--- config.mk ---
export PLATFORM = sky130hd
export DESIGN_NAME = vga_ram_port_arbiter
export DESIGN_NICKNAME = d
export VERILOG_FILES = /design/src/rtl/vga_ram_port_arbiter.sv
export SDC_FILE = /design/constraint.sdc
export NUM_CORES = 1
export LEC_CHECK = 0
export ABC_AREA = 1
export CAP_MARGIN = 10
export CORE_ASPECT_RATIO = 1.75
export CORE_MARGIN = 5
export CORE_UTILIZATION = 40
export DETAILED_ROUTE_END_ITERATION = 10
export PLACE_DENSITY_LB_ADDON = 0.12
export SYNTH_ARGS = -nofsm -noshare
export SYNTH_HDL_FRONTEND = slang
export SYNTH_SLANG_ARGS = --single-unit
export TNS_END_PERCENT = 20
--- constraint.sdc ---
create_clock -name clk -period 1.71 [get_ports clk]
set_input_delay 0.342 -clock clk [delete_from_list [all_inputs] [get_ports clk]]
set_output_delay 0.342 -clock clk [all_outputs]
set_load 0.005 [all_outputs]
--- src/rtl/vga_ram_port_arbiter.sv ---
// vga_ram_port_arbiter
//   Shares one single-port 1024x32 RAM between the FFT bin writer and the
//   VGA bin reader. The reader has fixed priority. A wait counter forces a
//   writer grant after WR_MAX_WAIT consecutive lost cycles, so the writer
//   cannot starve. Winning requests are registered onto the RAM port-A
//   signals. Read data is returned two edges after the accept edge, together
//   with a one-cycle rd_rvalid strobe.
//   Optional statistics counters are built only when the macro
//   VGA_RAM_ARB_STATS_EN is defined. Otherwise the stat_* outputs are tied to 0.
module vga_ram_port_arbiter #(
    parameter int ADDR_W      = 10,
    parameter int DATA_W      = 32,
    parameter int BE_W        = DATA_W / 8,
    parameter int WR_MAX_WAIT = 8,
    parameter int STAT_W      = 16
) (
    input  logic              clk,
    input  logic              reset_n,
    input  logic              wr_req,
    input  logic [ADDR_W-1:0] wr_addr,
    input  logic [DATA_W-1:0] wr_data,
    input  logic [BE_W-1:0]   wr_be,
    output logic              wr_gnt,
    input  logic              rd_req,
    input  logic [ADDR_W-1:0] rd_addr,
    output logic              rd_gnt,
    output logic [DATA_W-1:0] rd_rdata,
    output logic              rd_rvalid,
    output logic [ADDR_W-1:0] ram_address,
    output logic [BE_W-1:0]   ram_byteenable,
    output logic              ram_chipselect,
    output logic              ram_write,
    output logic [DATA_W-1:0] ram_writedata,
    output logic              ram_clken,
    input  logic [DATA_W-1:0] ram_readdata,
    input  logic              stat_clr,
    output logic [STAT_W-1:0] stat_wr_cnt,
    output logic [STAT_W-1:0] stat_rd_cnt,
    output logic [STAT_W-1:0] stat_starve_cnt
);

    logic [7:0]        wait_cnt_q, wait_cnt_d;
    logic [1:0]        rd_pipe_q, rd_pipe_d;
    logic [DATA_W-1:0] rd_rdata_q, rd_rdata_d;
    logic              rd_rvalid_q, rd_rvalid_d;
    logic [ADDR_W-1:0] ram_address_q, ram_address_d;
    logic [BE_W-1:0]   ram_byteenable_q, ram_byteenable_d;
    logic              ram_chipselect_q, ram_chipselect_d;
    logic              ram_write_q, ram_write_d;
    logic [DATA_W-1:0] ram_writedata_q, ram_writedata_d;
    logic              ram_clken_q, ram_clken_d;
    logic              force_wr;

    // Arbitration: the reader wins unless the writer has waited its limit.
    always_comb begin
        force_wr = wr_req & (wait_cnt_q == 8'(WR_MAX_WAIT));
        rd_gnt   = rd_req & ~force_wr;
        wr_gnt   = wr_req & (~rd_req | force_wr);
    end

    // Next-state logic for the port registers, wait counter and read-valid pipe.
    always_comb begin
        wait_cnt_d       = 8'd0;
        ram_address_d    = ram_address_q;
        ram_byteenable_d = ram_byteenable_q;
        ram_writedata_d  = ram_writedata_q;
        ram_chipselect_d = rd_gnt | wr_gnt;
        ram_write_d      = wr_gnt;
        ram_clken_d      = 1'b1;
        if (wr_req && !wr_gnt && !force_wr) begin
            wait_cnt_d = wait_cnt_q + 8'd1;
        end else if (wr_req && !wr_gnt) begin
            wait_cnt_d = wait_cnt_q;
        end
        if (wr_gnt) begin
            ram_address_d    = wr_addr;
            ram_byteenable_d = wr_be;
            ram_writedata_d  = wr_data;
        end else if (rd_gnt) begin
            ram_address_d    = rd_addr;
            ram_byteenable_d = '1;
        end
        // Stage 0 marks the accept edge. Stage 1 marks the RAM capture edge.
        rd_pipe_d   = {rd_pipe_q[0], rd_gnt};
        rd_rvalid_d = rd_pipe_q[1];
        rd_rdata_d  = rd_pipe_q[1] ? ram_readdata : rd_rdata_q;
    end

    // State registers. Reset discards any reads still in flight.
    always_ff @(posedge clk or negedge reset_n) begin
        if (!reset_n) begin
            wait_cnt_q       <= '0;
            rd_pipe_q        <= '0;
            rd_rdata_q       <= '0;
            rd_rvalid_q      <= 1'b0;
            ram_address_q    <= '0;
            ram_byteenable_q <= '0;
            ram_chipselect_q <= 1'b0;
            ram_write_q      <= 1'b0;
            ram_writedata_q  <= '0;
            ram_clken_q      <= 1'b0;
        end else begin
            wait_cnt_q       <= wait_cnt_d;
            rd_pipe_q        <= rd_pipe_d;
            rd_rdata_q       <= rd_rdata_d;
            rd_rvalid_q      <= rd_rvalid_d;
            ram_address_q    <= ram_address_d;
            ram_byteenable_q <= ram_byteenable_d;
            ram_chipselect_q <= ram_chipselect_d;
            ram_write_q      <= ram_write_d;
            ram_writedata_q  <= ram_writedata_d;
            ram_clken_q      <= ram_clken_d;
        end
    end

    assign rd_rdata       = rd_rdata_q;
    assign rd_rvalid      = rd_rvalid_q;
    assign ram_address    = ram_address_q;
    assign ram_byteenable = ram_byteenable_q;
    assign ram_chipselect = ram_chipselect_q;
    assign ram_write      = ram_write_q;
    assign ram_writedata  = ram_writedata_q;
    assign ram_clken      = ram_clken_q;

`ifdef VGA_RAM_ARB_STATS_EN
    logic [STAT_W-1:0] stat_wr_q, stat_wr_d;
    logic [STAT_W-1:0] stat_rd_q, stat_rd_d;
    logic [STAT_W-1:0] stat_starve_q, stat_starve_d;

    // Saturating event counters. A clear wins over an increment in the same cycle.
    always_comb begin
        stat_wr_d     = stat_wr_q;
        stat_rd_d     = stat_rd_q;
        stat_starve_d = stat_starve_q;
        if (stat_clr) begin
            stat_wr_d     = '0;
            stat_rd_d     = '0;
            stat_starve_d = '0;
        end else begin
            if (wr_gnt && stat_wr_q != '1)
                stat_wr_d = stat_wr_q + 1'b1;
            if (rd_gnt && stat_rd_q != '1)
                stat_rd_d = stat_rd_q + 1'b1;
            if (wr_gnt && force_wr && stat_starve_q != '1)
                stat_starve_d = stat_starve_q + 1'b1;
        end
    end

    // Statistics registers.
    always_ff @(posedge clk or negedge reset_n) begin
        if (!reset_n) begin
            stat_wr_q     <= '0;
            stat_rd_q     <= '0;
            stat_starve_q <= '0;
        end else begin
            stat_wr_q     <= stat_wr_d;
            stat_rd_q     <= stat_rd_d;
            stat_starve_q <= stat_starve_d;
        end
    end

    assign stat_wr_cnt     = stat_wr_q;
    assign stat_rd_cnt     = stat_rd_q;
    assign stat_starve_cnt = stat_starve_q;
`else
    logic unused_stat_clr;
    assign unused_stat_clr = stat_clr;
    assign stat_wr_cnt     = '0;
    assign stat_rd_cnt     = '0;
    assign stat_starve_cnt = '0;
`endif

endmodule

==> results of run 1 <==
## layout make-up
class	count	area [µm²]	share of cell area [%]
clock buffer	10	239	3.78
clock inverter	6	109	1.72
inverter	17	63.8	1.01
multi-input combinational	269	1540	24.3
sequential	92	2300	36.4
tap	127	159	2.51
timing repair buffer	195	1920	30.3
## power groups by stage
stage          Sequential [mW]  Clock, mW  Combinational [mW]
6_report                  2.49       2.28                1.12
3_3_place_gp              2.53          0                1.11
4_1_cts                   2.50       2.36                1.14
3_5_place_dp              2.53          0                1.13
2_1_floorplan             2.55          0               0.406
5_1_grt                   2.52       2.44                1.22
## sequential cells by signal, summed over array words and instances, names as in the netlist
| signal | cells |
|---|---|
| ram_address | 10 |
| wait_cnt_q | 8 |
| rd_rdata | 32 |
| ram_write | 1 |
| ram_writedata | 32 |
| rd_pipe_q | 2 |
| ram_byteenable | 4 |
| rd_rvalid | 1 |
| ram_chipselect | 1 |
| ram_clken | 1 |
## repair_timing
action                                  4_1_cts  5_1_grt
pin swaps                                     3        1
hold buffers                                  0        0
endpoints found under the setup margin        2        4
gates resized for setup                      12        0
buffers inserted                              1        0
## worst register-to-register path, stage by stage, from the launching register on
cell	delay, ns
dfrtp_1	0.38
inv_1	0.06
ha_1	0.14
nand2_1	0.06
nor2_1	0.08
nand2_1	0.08
nand2_2	0.12
buf_4	0.36
o211ai_1	0.16
## layout by cell type, fill, tap and decap left out, types with 3 or more instances in the layout
master / Yosys / layout
inv_1: 14 / 12
clkbuf_16: 0 / 9
conb_1: 2 / 49
dfrtp_1: 92 / 92
inv_2: 3 / 5
buf_4: 48 / 19
nand2_1: 96 / 96
o211ai_1: 3 / 3
nand3_1: 37 / 37
mux2_2: 30 / 30
nor2_1: 13 / 13
clkdlybuf4s50_1: 0 / 171
nand3_2: 30 / 30
bufinv_16: 0 / 3
## metal layers
metal  vias up  GRT usage [%]  routed length, µm
met5         -              0                  0
met4         0           7.07                275
met3        18           3.72                853
met2       133           32.4               6190
met1      1548           19.3               3910
li1       1560              -                  -
## metrics by stage
step / setup TNS (ns) / power [mW] / hold WS, ns
floorplan: 0 / 2.96 / 0.0464
global placement: -0.354 / 3.64 / 0.349
detailed placement: -0.348 / 3.67 / 0.365
CTS: -0.229 / 5.99 / 0.0688
global route: -0.322 / 6.18 / 0.0891
finish: -0.148 / 5.89 / 0.0473
## worst paths after layout
path,startpoint,endpoint,slack (ns),depth (start not counted)
max reg2reg,wait_cnt_q[0],ram_byteenable[3],0.14,8
max,wait_cnt_q[0],wr_gnt,-0.1,9
min in group clk,wr_req,ram_write,0.36,4
min reg2reg,rd_pipe_q[0],rd_pipe_q[1],0.38,0
max in group asynchronous,reset_n,wait_cnt_q[5],1.27,2
min,reset_n,ram_writedata[31],0.05,2
## cell families (layout without fill, tap and decap cells)
| group | count (synthesis) | in the layout | synth area share [%] |
|---|---|---|---|
| muxes | 32 | 32 | 8.50 |
| AOI/OAI and AO/OA | 4 | 4 | 0.649 |
| buffers and inverters | 85 | 228 | 13.7 |
| adders and majority gates | 2 | 2 | 0.590 |
| xor gates and xnor gates | 2 | 2 | 0.413 |
| and+or+nand+nor | 180 | 180 | 21.7 |
| other | 2 | 49 | 0.177 |
| DFF | 92 | 92 | 54.3 |
==> key figures, run 1 <==
Run status
  • Status: finished, violations left
  • Failing checks: negative setup slack

Floorplan
  • Die width: about 88 µm
  • Die area: 12800 µm²
  • Starting Density: 40.9%
  • Die height: roughly 150 µm
  • FP Rows: about 50
  • Core Area: 10400 µm²
  • Top-level port count: between 200 and 250

Synth
  • Cell taking the most area after synthesis: dfrtp_1
  • Cells after synthesis: 399
  • EDFF count, synth: 0
  • Yosys warns: 0
  • Average cell area after synthesis: 10.6 µm²
  • Top-count cell post-synth: nand2_1
  • FF+latch count, synth: 92
  • Seq/Total Area, Yosys: 54.3%
  • Commonest cells in the netlist: nand2_1, dfrtp_1, buf_4
  • Mapped Area: 4240 µm²
  • Synth top area share: between 50 and 60%
  • Netlist cell types: 24
  • Dominant synthesized flop cell: dfrtp_1
  • Area contributors post-synth: dfrtp_1, buf_4, nand2_1, mux2_2, nand3_2
  • Async S/R FF share, synth: 100%

Drt
  • WL final: 11200 µm
  • DR vias: 3259
  • Drt wl/cell: roughly 16 µm
  • DRC viols: 0
  • Routed Antenna Nets: 0
  • Drt pass-1 iters: 4
  • Initial DRC count: between 60 and 70
  • Vias/cell: 4.55

Placed design
  • PortBufs: 175
  • Cell Area, Placed: slightly below 6000 µm²
  • Routability-driven placement congestion ratio: about 0.73
  • Dpl cells: about 700
  • Pre-CTS WS: -0.196 ns
  • Post-detail-place hpwl: 8450 µm

STA
  • Final Cycle Share: 106%
  • FMAX: 554 MHz
  • Setup WS post-layout: -0.0967 ns
  • Worst slew margin: 66.5%
  • Number of setup violations in the final report: 2
  • Post-layout min period: 1.81 ns
  • Final slew viol count: 0
  • RSZ-0062 raised after global routing: yes
  • Worst slew pin tran: 0.502 ns
  • Worst Skew: ~0.0060 ns
  • Fin. Hold Viols: 0

Finish
  • Finished Core Util: around three fifths
  • Final std cells w/o fill: 716
  • Share of layout cells above drive strength 1: between 10% and 20%
  • Final nets: slightly below 700
  • Fillers: 895
  • Synth-to-Final Area Change: 49.3%
  • Diode count: 0
  • Design area: about 6300 µm²

Clocking
  • CTS tree: built
  • Bufs on Longest Clock Path: 2
  • Clock Tree Root: clkbuf_16
  • Clk slew on worst S/H paths: 0.06 ns
  • Sink Count: between 90 and 100
  • Worst skew pair latency: around 0.33 ns
  • Num CTS Buffers: 9
  • H-tree levels: 3

Setup path
  • Crit path top cell by count: nand2_1
  • WP buf/inv: 3
  • Crit path max fanout: 4
  • Critical path's slowest cell: dfrtp_1
  • Top delay family on crit path: simple AND/OR/NAND/NOR gates
  • Worst Path Required: about 1.4 ns
  • Crit. End Element: output port
  • Crit path kind: reg2out
  • Startpoint Class: flop
  • Crit path cell chain: inv_1 -> ha_1 -> nand2_1 -> nor2_1 -> nand2_1 -> nand2_2 -> nand2_4 -> inv_2 -> buf_6
  • Crit path DAT: 1.46 ns
  • Slowest stage delay, CP: 0.38 ns

Power
  • Logic pwr share: 18.9%
  • Int Pwr: around 4.5 mW
  • Switching Share: 22.8%
  • Power Density: 931 nW/µm²
  • Clk pwr share: 38.7%
  • Net Sw Power: 1.34 mW
  • Leakage dissipation: 2.91 nW
  • Worst vdd ir: 639 µV
  • Share of power burned in registers: 42.4%

Flow run
  • Max Cap Viol: 0

Global routing
  • First-pass GRT wire length: ~18000 µm
  • GR Util All Layers: between 10% and 20%
  • Largest net degree at the start of global routing: 93
  • Total congestion overflow: 0
  • Initial antenna violation count: 0
  • Number of global-route vias before repair: approximately 3400

Min path
  • Worst min path class: in2async
Power figures use the tool's default switching activity.
==> run 2, diff against run 1 <==
--- a/config.mk
+++ b/config.mk
@@ -11,7 +11,9 @@
 export CORE_MARGIN = 5
 export CORE_UTILIZATION = 40
 export DETAILED_ROUTE_END_ITERATION = 10
+export HOLD_SLACK_MARGIN = 0.02
 export PLACE_DENSITY_LB_ADDON = 0.12
+export RECOVER_POWER = 25
 export SYNTH_ARGS = -nofsm -noshare
 export SYNTH_HDL_FRONTEND = slang
 export SYNTH_SLANG_ARGS = --single-unit
==> run 2 against run 1 <==
Compared with the run above:
- largest power group unchanged
- sequential share of layout area rose by 0.072 points
- worst setup slack stayed put
- non-clock buffer count unchanged
- combinational power barely moved
- final cell count unchanged
- first-iteration DRC count stayed put
- design area decreased by 0.20%
- clock-buffer cell count stayed put
- the flow still finishes with violations (negative setup slack)
- worst hold slack better by 0.31 ns
- utilization fell by 0.12 points
- die area is the same
==> key figures, run 2 (synthesis gave the netlist of run 1 again) <==
Run status
  • Status: finished, violations left
  • Failing checks: negative setup slack

Setup path
  • R2r endpoint: ram_byteenable[3]
  • Crit Reg-Reg Startpoint: wait_cnt_q[0]
  • Crit. End Element: output port
  • WP depth: 9
  • Slowest stage delay, CP: 0.38 ns
  • R2R Setup Slk: 0.14 ns
  • Crit path max fanout: 4
  • Critical path's slowest cell: dfrtp_1
  • WP buf/inv: 3
  • Crit path cell chain: inv_1 -> ha_1 -> nand2_1 -> nor2_1 -> nand2_1 -> nand2_2 -> nand2_4 -> inv_2 -> buf_6
  • Crit path top cell by count: nand2_1
  • Crit path kind: reg2out
  • Startpoint Class: flop
  • Crit path DAT: 1.46 ns
  • Reg2Reg Depth: 8
  • Top delay family on crit path: simple AND/OR/NAND/NOR gates
  • Worst Path Required: 1.37 ns

STA
  • Setup Total Neg Slack: -0.148 ns
  • Worst Skew: between 0.005 and 0.006 ns
  • Worst slew pin tran: ~1.3 ns
  • Fin. Hold Viols: 0
  • Post-layout min period: about 1.8 ns
  • Final slew viol count: 0
  • Setup WS post-layout: -0.0967 ns
  • RSZ-0062 raised after global routing: yes
  • Worst slew margin: 14.7%
  • Final Cycle Share: 106%
  • Number of setup violations in the final report: 2
  • FMAX: 554 MHz
  • Final hold slack: 0.355 ns

Drt
  • Routed Antenna Nets: 0
  • WL final: 11200 µm
  • Drt wl/cell: 15.7 µm
  • Initial DRC count: 63
  • DRC viols: 0
  • DR vias: 3260
  • Drt pass-1 iters: 4
  • Vias/cell: between 4 and 5

Global routing
  • Number of global-route vias before repair: 3434
  • GR Util All Layers: 17.8%
  • Total congestion overflow: 0
  • Largest net degree at the start of global routing: 93
  • Initial antenna violation count: 0
  • First-pass GRT wire length: approximately 18000 µm

Finish
  • Leading cell type in the layout, fill and taps excluded: clkdlybuf4s50_1
  • Diode count: 0
  • Final std cells w/o fill: 716
  • Design area: 6310 µm²
  • Synth-to-Final Area Change: 49.0%
  • Commonest cells after routing, fill and taps aside: clkdlybuf4s50_1, nand2_1, dfrtp_1
  • Share of layout cells above drive strength 1: 18.2%
  • Finished Core Util: 60.9%
  • Final nets: 679

Min path
  • Hold Crit Depth: 4
  • Hold path start: wr_req
  • Worst min path class: in2reg
  • WHS Endpoint: ram_write

Power
  • Leakage dissipation: between 2 and 3 nW
  • Power Density: 932 nW/µm²
  • Worst vdd ir: 639 µV
  • Final Total Pwr: 5.88 mW

Clocking
  • Worst skew pair latency: between 0.3 and 0.4 ns
  • Clock Tree Root: clkbuf_16
  • Clk slew on worst S/H paths: 0.06 ns
  • Sink Count: just over 90
  • H-tree levels: 3
  • Num CTS Buffers: 9
  • Post-CTS Hold Buffers: 0
  • Bufs on Longest Clock Path: 2
  • CTS tree: built

Placed design
  • Cell Area, Placed: 5970 µm²
  • Dpl cells: about 700
  • Pre-CTS WS: -0.196 ns
  • PortBufs: 175
  • Post-detail-place hpwl: 8450 µm
  • Routability-driven placement congestion ratio: around 0.73

Floorplan
  • Die area: 12800 µm²
  • Core Area: 10400 µm²
  • FP Rows: 49
  • Top-level port count: between 200 and 250
  • Die width: 87.8 µm
  • Starting Density: 40.9%
  • Die height: 146 µm

Flow run
  • Max Cap Viol: 0
## run 2: worst max path at each step
stage	startpoint	to	slack, ns
finish	wait_cnt_q[0]	wr_gnt	-0.1
global route	wait_cnt_q[1]	wr_gnt	-0.18
CTS	wait_cnt_q[1]	wr_gnt	-0.14
detailed placement	wait_cnt_q[1]	wr_gnt	-0.20
global placement	rd_req	wr_gnt	-0.20
floorplan	wait_cnt_q[0]	wr_gnt	0.17
## run 2: layer usage
metal | track usage [%] | vias to the layer above | wire length [µm]
met2 | 32.4 | 133 | 6190
met1 | 19.3 | 1549 | 3890
li1 | - | 1560 | -
met3 | 3.72 | 18 | 853
met5 | 0 | - | 0
met4 | 7.07 | 0 | 275
## run 2: area by class of cell
type,instances,area (µm²)
Multi-Input combinational cell,269,1540
Clock inverter,6,109
Clock buffer,10,239
Tap cell,127,159
Fill cell,897,4050
Sequential cell,92,2300
Inverter,17,63.8
Timing Repair Buffer,195,1900
## run 2: what timing repair did
action                     in CTS  in global routing
gates resized for setup        12                  0
setup endpoints to repair       2                  4
gates cloned                    0                  0
pin swaps                       3                  1
setup buffers                   1                  0
## run 2: worst register-to-register path, delay by kind of cell, from the launching register on
kind            cells  cell delay [ns]
buf+inv             2             0.42
fa+ha+maj           1             0.14
simple gates        4             0.34
compound gates      1             0.16
flops               1             0.38
## run 2: where the power goes
group	leakage [nW]	internal [mW]	switching, mW
logic	1.62	0.687	0.423
registers	1.11	2.39	0.106
clock network	0.173	1.47	0.811
==> run 3, diff against run 2 <==
--- a/config.mk
+++ b/config.mk
@@ -10,8 +10,8 @@
 export CORE_ASPECT_RATIO = 1.75
 export CORE_MARGIN = 5
 export CORE_UTILIZATION = 40
+export CTS_BUF_LIST = sky130_fd_sc_hd__clkbuf_16
 export DETAILED_ROUTE_END_ITERATION = 10
-export HOLD_SLACK_MARGIN = 0.02
 export PLACE_DENSITY_LB_ADDON = 0.12
 export RECOVER_POWER = 25
 export SYNTH_ARGS = -nofsm -noshare
==> run 3 against run 2 <==
Compared with the run above:
- the flow still finishes with violations (negative setup slack)
- non-clock buffer count did not move
- sequential power hardly changed
- clock power fell by 2%
- power shrank 0.82%
- via count grew 0.28%
- fmax is essentially flat
- combinational power is essentially flat
- clock-buffer cell count shrank 1
- sequential share of layout area grew 0.058 points
- highest routed layer unchanged
==> key figures, run 3 (synthesis gave the netlist of run 1 again) <==
Floorplan
  • Die height: 146 µm
  • Die width: 87.8 µm
  • Top-level port count: 225
  • Die area: between 10000 and 15000 µm²
  • Starting Density: 40.9%
  • FP Rows: 49
  • Core Area: roughly 10000 µm²

Power
  • Worst vdd ir: roughly 640 µV
  • Final Total Pwr: 5.84 mW
  • Power Density: 926 nW/µm²
  • Leakage dissipation: 2.90 nW

Placed design
  • Cell Area, Placed: 5970 µm²
  • Post-detail-place hpwl: 8450 µm
  • Dpl cells: 699
  • PortBufs: 175
  • Pre-CTS WS: -0.196 ns
  • Routability-driven placement congestion ratio: 0.735

Global routing
  • GR Util All Layers: 17.8%
  • Initial antenna violation count: 0
  • First-pass GRT wire length: 17900 µm
  • Total congestion overflow: 0
  • Number of global-route vias before repair: 3432
  • Largest net degree at the start of global routing: 93

Clocking
  • Bufs on Longest Clock Path: 2
  • Num CTS Buffers: 9
  • Worst skew pair latency: ~0.33 ns
  • CTS tree: built
  • H-tree levels: 3
  • Sink Count: 92
  • Clock Tree Root: clkbuf_16
  • Clk slew on worst S/H paths: 0.06 ns

STA
  • Final Cycle Share: 106%
  • Worst slew margin: between 10% and 20%
  • Final hold slack: 0.353 ns
  • RSZ-0062 raised after global routing: yes
  • Worst Skew: ~0.0060 ns
  • Setup Total Neg Slack: -0.150 ns
  • FMAX: around 550 MHz
  • Post-layout min period: around 1.8 ns
  • Number of setup violations in the final report: 2
  • Setup WS post-layout: -0.0975 ns
  • Worst slew pin tran: 1.28 ns
  • Final slew viol count: 0
  • Fin. Hold Viols: 0

Finish
  • Design area: 6300 µm²
  • Synth-to-Final Area Change: 48.7%
  • Finished Core Util: 60.8%
  • Fillers: 901
  • Storage cell area: 2300 µm²
  • Leading cell type in the layout, fill and taps excluded: clkdlybuf4s50_1
  • Share of layout cells above drive strength 1: 18.0%
  • Final nets: roughly 680
  • Final std cells w/o fill: 716
  • Footprint of the multi-input gates: 1540 µm²
  • Commonest cells after routing, fill and taps aside: clkdlybuf4s50_1, nand2_1, dfrtp_1
  • Diode count: 0

Run status
  • Failing checks: negative setup slack
  • Status: finished, violations left

Setup path
  • R2R Setup Slk: around 0.14 ns
  • Crit path kind: reg2out
  • Startpoint Class: flop
  • Crit path top cell by count: nand2_1
  • R2r endpoint: ram_byteenable[3]
  • Worst Path Required: 1.37 ns
  • Critical path endpoint: wr_gnt
  • Crit. End Element: output port
  • Crit path max fanout: 4
  • Crit path DAT: 1.47 ns
  • Crit path cell chain: inv_1 -> ha_1 -> nand2_1 -> nor2_1 -> nand2_1 -> nand2_2 -> nand2_4 -> inv_2 -> buf_6
  • Crit path launch: wait_cnt_q[0]
  • Critical path's slowest cell: dfrtp_1
  • Crit Reg-Reg Startpoint: wait_cnt_q[0]
  • Slowest stage delay, CP: ~0.38 ns
  • Reg2Reg Depth: 8

Drt
  • Vias/cell: 4.57
  • DR vias: 3269
  • Drt pass-1 iters: 4
  • Drt wl/cell: 15.6 µm
  • Initial DRC count: 67
  • Routed Antenna Nets: 0
  • DRC viols: 0
  • WL final: around 11000 µm

Min path
  • Worst min path class: in2reg

Flow run
  • Max Cap Viol: 0
run 3: final cells by class:
cell class | instances | share of cell area, %
clock buffers | 9 | 3.57
clock inverters | 7 | 1.79
inverters | 17 | 1.01
multi-input cells | 269 | 24.4
flip-flops and latches | 92 | 36.5
well taps | 127 | 2.52
repair buffers | 195 | 30.2
run 3: layer usage:
| layer | GRT usage, % | vias up | routed length, µm |
|---|---|---|---|
| met3 | 3.72 | 20 | 847 |
| met5 | 0 | - | 0 |
| met2 | 32.5 | 135 | 6170 |
| met4 | 7.07 | 0 | 292 |
| li1 | - | 1560 | - |
| met1 | 19.3 | 1554 | 3890 |
run 3: critical path: cells and delay by family, from the launching register on:
kind	cells	cell delay, ns
adders and majority gates	1	0.14
and+or+nand+nor	5	0.41
DFF	1	0.38
buffers and inverters	3	0.21
run 3: what timing repair did:
action,in CTS,in global routing
hold endpoints to repair,0,0
setup buffers,1,0
setup endpoints to repair,2,4
resized for setup,12,0
pin swaps,3,1
hold buffers,0,0
run 3: how the worst min path moves through the flow:
| stage | to | cells after the start | from | slack, ns |
|---|---|---|---|---|
| after floorplan | ram_address[0] | 0 | reset_n | 0.05 |
| after global placement | rd_pipe_q[1] | 0 | rd_pipe_q[0] | 0.35 |
| after detailed placement | rd_pipe_q[1] | 0 | rd_pipe_q[0] | 0.37 |
| after CTS | ram_address[2] | 2 | reset_n | 0.07 |
| after global routing | ram_write | 4 | wr_req | 0.36 |
| final | ram_write | 4 | wr_req | 0.35 |
run 3: report_power, final:
| part | internal, mW | total, mW | switching (mW) |
|---|---|---|---|
| logic | 0.687 | 1.11 | 0.423 |
| clock network | 1.42 | 2.23 | 0.808 |
| registers | 2.39 | 2.49 | 0.106 |
| total | 4.50 | 5.84 | 1.34 |
